$ cat src/rtl/mac_ctrl_pkg.sv
// rtl/mac_ctrl_pkg.sv - shared types for the MAC sequencing controller
package mac_ctrl_pkg;

    typedef enum logic [2:0] {
        IDLE  = 3'd0,
        FEED  = 3'd1,
        TAIL  = 3'd2,
        DRAIN = 3'd3,
        OUT   = 3'd4
    } mac_ctrl_state_e;

endpackage

$ cat src/rtl/mac_seq_ctrl.sv
// rtl/mac_seq_ctrl.sv - address/enable sequencer for one pipelined MAC over a fully-connected layer
module mac_seq_ctrl
    import mac_ctrl_pkg::*;
#(
    parameter int IN_DIM    = 4,
    parameter int OUT_DIM   = 2,
    parameter int ACC_WIDTH = 32,
    parameter int X_AW      = (IN_DIM > 1) ? $clog2(IN_DIM) : 1,
    parameter int W_AW      = (IN_DIM * OUT_DIM > 1) ? $clog2(IN_DIM * OUT_DIM) : 1,
    parameter int O_IW      = (OUT_DIM > 1) ? $clog2(OUT_DIM) : 1
) (
    input  logic                 clk,
    input  logic                 rst,
    input  logic                 start,
    output logic                 busy,
    output logic                 done,
    output logic [X_AW-1:0]      x_addr,
    output logic [W_AW-1:0]      w_addr,
    output logic                 rd_en,
    output logic                 mac_en,
    output logic                 mac_clr,
    output logic                 op_zero,
    input  logic [ACC_WIDTH-1:0] acc_in,
    output logic                 res_valid,
    input  logic                 res_ready,
    output logic [ACC_WIDTH-1:0] res_data,
    output logic [O_IW-1:0]      res_idx
);

    localparam logic [X_AW-1:0] K_LAST = X_AW'(IN_DIM - 1);
    localparam logic [X_AW-1:0] K_ONE  = X_AW'(1);
    localparam logic [O_IW-1:0] N_LAST = O_IW'(OUT_DIM - 1);

    mac_ctrl_state_e state_q, state_d;
    logic [X_AW-1:0] k_q, k_d;
    logic [O_IW-1:0] n_q, n_d;
    logic [W_AW-1:0] w_q, w_d;

    always_ff @(posedge clk or posedge rst) begin
        if (rst) begin
            state_q <= IDLE;
            k_q     <= '0;
            n_q     <= '0;
            w_q     <= '0;
        end else begin
            state_q <= state_d;
            k_q     <= k_d;
            n_q     <= n_d;
            w_q     <= w_d;
        end
    end

    // The MAC consumes each operand one cycle after its read, so the
    // enable/clear pattern in FEED/TAIL lags the address sequence by one.
    always_comb begin
        state_d   = state_q;
        k_d       = k_q;
        n_d       = n_q;
        w_d       = w_q;
        busy      = 1'b0;
        done      = 1'b0;
        x_addr    = '0;
        w_addr    = '0;
        rd_en     = 1'b0;
        mac_en    = 1'b0;
        mac_clr   = 1'b0;
        op_zero   = 1'b0;
        res_valid = 1'b0;
        res_data  = '0;
        res_idx   = '0;

        case (state_q)
            IDLE: begin
                if (start) begin
                    state_d = FEED;
                    k_d     = '0;
                    n_d     = '0;
                    w_d     = '0;
                end
            end
            FEED: begin
                busy    = 1'b1;
                rd_en   = 1'b1;
                x_addr  = k_q;
                w_addr  = w_q;
                mac_en  = (k_q != '0);
                mac_clr = (IN_DIM > 1) && (k_q == K_ONE);
                w_d     = w_q + W_AW'(1);
                if (k_q == K_LAST) begin
                    state_d = TAIL;
                    k_d     = '0;
                end else begin
                    k_d = k_q + X_AW'(1);
                end
            end
            TAIL: begin
                busy    = 1'b1;
                mac_en  = 1'b1;
                // With a single-term dot product the tail cycle is the MAC's first enable.
                mac_clr = (IN_DIM == 1);
                state_d = DRAIN;
            end
            DRAIN: begin
                busy    = 1'b1;
                mac_en  = 1'b1;
                op_zero = 1'b1;
                state_d = OUT;
            end
            OUT: begin
                busy      = 1'b1;
                res_valid = 1'b1;
                res_data  = acc_in;
                res_idx   = n_q;
                if (res_ready) begin
                    if (n_q == N_LAST) begin
                        done    = 1'b1;
                        state_d = IDLE;
                        n_d     = '0;
                        w_d     = '0;
                    end else begin
                        n_d     = n_q + O_IW'(1);
                        k_d     = '0;
                        state_d = FEED;
                    end
                end
            end
            default: begin
                state_d = IDLE;
            end
        endcase
    end

endmodule

$ cat config.mk
export PLATFORM = sky130hd
export DESIGN_NAME = mac_seq_ctrl
export DESIGN_NICKNAME = d
export VERILOG_FILES = /design/src/rtl/mac_ctrl_pkg.sv /design/src/rtl/mac_seq_ctrl.sv
export SDC_FILE = /design/constraint.sdc
export NUM_CORES = 1
export LEC_CHECK = 0
export BUFFER_PORTS_ARGS = -buffer_cell sky130_fd_sc_hd__buf_4
export CAP_MARGIN = 20
export CORE_MARGIN = 5
export CORE_UTILIZATION = 40
export CTS_BUF_LIST = sky130_fd_sc_hd__clkbuf_2
export DETAILED_ROUTE_END_ITERATION = 7
export GPL_ROUTABILITY_DRIVEN = 1
export GPL_TIMING_DRIVEN = 1
export MAX_ROUTING_LAYER = met4
export PLACE_DENSITY = 0.95
export RECOVER_POWER = 100
export SLEW_MARGIN = 20
export SYNTH_ARGS = -nofsm -noshare
export SYNTH_HDL_FRONTEND = slang
export SYNTH_SLANG_ARGS = --single-unit
$ cat constraint.sdc
create_clock -name clk -period 2.9 [get_ports clk]
set_clock_uncertainty 0.05 [all_clocks]
set_input_delay 0.29 -clock clk [delete_from_list [all_inputs] [get_ports clk]]
set_output_delay 0.29 -clock clk [all_outputs]
set_load 0.03 [all_outputs]
==> qor.yml <==
status: "completed"
area_growth_pct: 59.61
ys_top_cells_by_area: "and2_1 27%, dfrtp_1 27%, ha_1 5.9%"
cp_cell_sequence: "nor3b_1 > buf_4 > and3_1 > clkbuf_1"
clk_latency_ns: 0.26
drc: 0
grt_pass1_vias: 854
place_ws_ns: 1.089
die_h_microns: 55.99
grt_antenna_before_repair: 0
post-route-period-util_pct: 79.23
hold_viol_final: 0
path_class: "flop to primary output"
vias: 1006
synth_area_sq_um: 845.8
first_iter_violations: 52
io_buffers: 80
arrival_ns: 1.96
syn_avg_cell_area_sq_um: 8.212
fill_cells: 222
yosysWarnings: 0
syn-num-nets: 143
setup_tns_ns: 0
synthAdderAreaFrac_pct: 5.917
cts_buffers: 3
cts.sinks: 9
powerDensity_nw_per_um2: 933.5
grt_usage_pct: 17.48
synthXorXnorAreaFrac_pct: 1.036
clkTransAtPathRegs_ns: 0.09
slowest_delay_ns: 0.64
core_sq_um: 1982
first_pass_iters: 4
row_count: 16
wl_met2_mm: 1.370
r2r_slack_ns: 1.43
synthSimpleGateAreaFrac_pct: 42.31
synth_top_area_share_pct: 26.63
netlist_instances: 103
synth-seq-cells: 9
antenna_left: 0
root_buffer: "clkbuf_2"
grt_max_degree: 37
final_nets: 224
cap_violations: 0
grt_pass1_wl_mm: 4.312
rsz0062_at_grt: "false"
cp-start-kind: "flop"
critPathCaptureType: "primary output"
slew_headroom_pct: 69.40
wl_met3_microns: 221
required_ns: 2.56
diodes: 0
layout-drive-gt1-share_pct: 30.05
min_period_ns: 2.298
dieWidth_microns: 55.99
dieArea_sq_um: 3134
hold_path_class: "input port to flop"
leakage_nw: 0.6902
synth_top_family_by_area: "simple AND/OR/NAND/NOR gates"
cts_buffer_depth: 2
wl_mm: 2.899
dpl.hpwl_mm: 2.356
ios: 81
whs_endpoint: "state_q[0]$_DFFE_PP0P_"
wl_per_cell_microns: 13.80
r2r.worst_path.cells: 3
synth_top_cell_by_area: "and2_1"
crit_fanout: 36
start_util_pct: 42.68
final_cell_mix: "48 x buf_4, 32 x clkbuf_1, 24 x and2_1"
fmax_mhz: 435.2
timing.rr.end: "state_q[2]$_DFFE_PP0P_"
final_common_cell: "buf_4"
detail_route.vias_per_cell: 4.790
hp-start: "start"
cts_tree: "done"
holdPathStages: 3
ys_seq_area_share_pct: 26.63
synth_mux_area_share_pct: 2.515
timing.final.ws_setup_ns: 0.6023
synth_compound_area_share_pct: 13.76
tightest_slew_ns: 0.4589
yosys.cell_types.count: 27
wl_met1_mm: 1.258
post_cts_buffers: 0
place.gp.congestion: 0.8317
rr_startpoint: "state_q[2]$_DFFE_PP0P_"
cts_resized: 0
top_layer: "met4"
grt-ovfl-total: 0
htree_num_levels: 1
drv_slew: 0
peakVddDrop_mv: 0.6970
setup_viol: 0
crit_slowest_cell: "dfrtp_1"
==> cell type report <==
class                   instances  area, sq um  share of cell area, %
clock buffers                   4        20.02                  1.483
inverters                       8        30.03                  2.224
multi-input cells              80        543.0                  40.22
flip-flops and latches          9        225.2                  16.68
well taps                      27        33.78                  2.502
repair buffers                 82        498.0                  36.89
==> registers in the layout, summed over array words and instances, names as in the netlist <==
register and cells:
state_q 3, k_q 2, n_q 1, w_q 3
==> critical path, delay by kind of cell (launching register included) <==
family | cells | cell delay [ns]
buf+inv | 2 | 0.61
flops | 1 | 0.64
simple gates | 2 | 0.45
==> synth_stat cells, drive strengths merged <==
library cell,count
a21o,2
a21oi,3
a221oi,1
a22o,3
a31oi,1
and2,36
and3,1
and3b,1
buf,6
dfrtp,9
ha,4
inv,8
mux2,1
mux2i,1
nand2,2
nand2b,3
nand4b,1
nand4bb,1
nor2,9
nor3b,2
o21a,1
o21ai,3
o21bai,1
o31ai,2
xnor2,1
==> layer usage <==
metal,global-route usage (%),vias to the layer above
met5,-,-
met4,4.407,0
met3,4.408,5
met2,30.22,62
met1,20.08,444
li1,-,495
==> through the flow <==
stage	instance area, sq um	utilization [%]	instances	hold slack (ns)	power (W)
after floorplan	845.8	-	103	0.06792	0.0009856
after global placement	1451	73.23	205	0.2259	0.001271
after detailed placement	1451	73.23	205	0.2379	0.001295
after CTS	1481	74.75	210	0.2560	0.001389
after global routing	1350	68.12	210	0.2766	0.001365
final	1350	68.12	210	0.2545	0.001260
==> cell families (layout without fill, tap and decap cells) <==
| group | Yosys count | in the layout |
|---|---|---|
| buffers and inverters | 14 | 94 |
| XOR/XNOR | 1 | 1 |
| AND/OR/NAND/NOR | 56 | 56 |
| flip-flops | 9 | 9 |
| adder cells (fa/ha/maj) | 4 | 4 |
| multiplexers | 2 | 2 |
| AO/OA/AOI/OAI | 17 | 17 |
==> report_power, final <==
| part | leakage [nW] | total (W) | internal [W] | switching [W] |
|---|---|---|---|---|
| combinational | 0.560 | 0.000875 | 0.000317 | 0.000557 |
| clock | 0.0166 | 0.0000838 | 0.0000366 | 0.0000472 |
| sequential | 0.113 | 0.000302 | 0.000189 | 0.000113 |
==> what timing repair did <==
| action | 4_1_cts | 5_1_grt |
|---|---|---|
| endpoints found under the hold margin | 9 | 0 |
| hold buffers | 1 | 0 |
| endpoints found under the setup margin | 0 | 0 |
==> how the worst max path moves through the flow <==
| stage | startpoint | endpoint | slack (ns) | depth (start not counted) |
|---|---|---|---|---|
| after floorplan | state_q[1]$_DFFE_PP0P_ | w_addr[1] | 0.98 | 4 |
| after global placement | state_q[2]$_DFFE_PP0P_ | done | 1.14 | 4 |
| after detailed placement | state_q[2]$_DFFE_PP0P_ | done | 1.09 | 4 |
| after CTS | state_q[2]$_DFFE_PP0P_ | done | 0.79 | 4 |
| after global routing | state_q[2]$_DFFE_PP0P_ | done | 0.46 | 4 |
| final | state_q[2]$_DFFE_PP0P_ | done | 0.60 | 4 |
No activity file was read; power rests on OpenSTA's default activity.
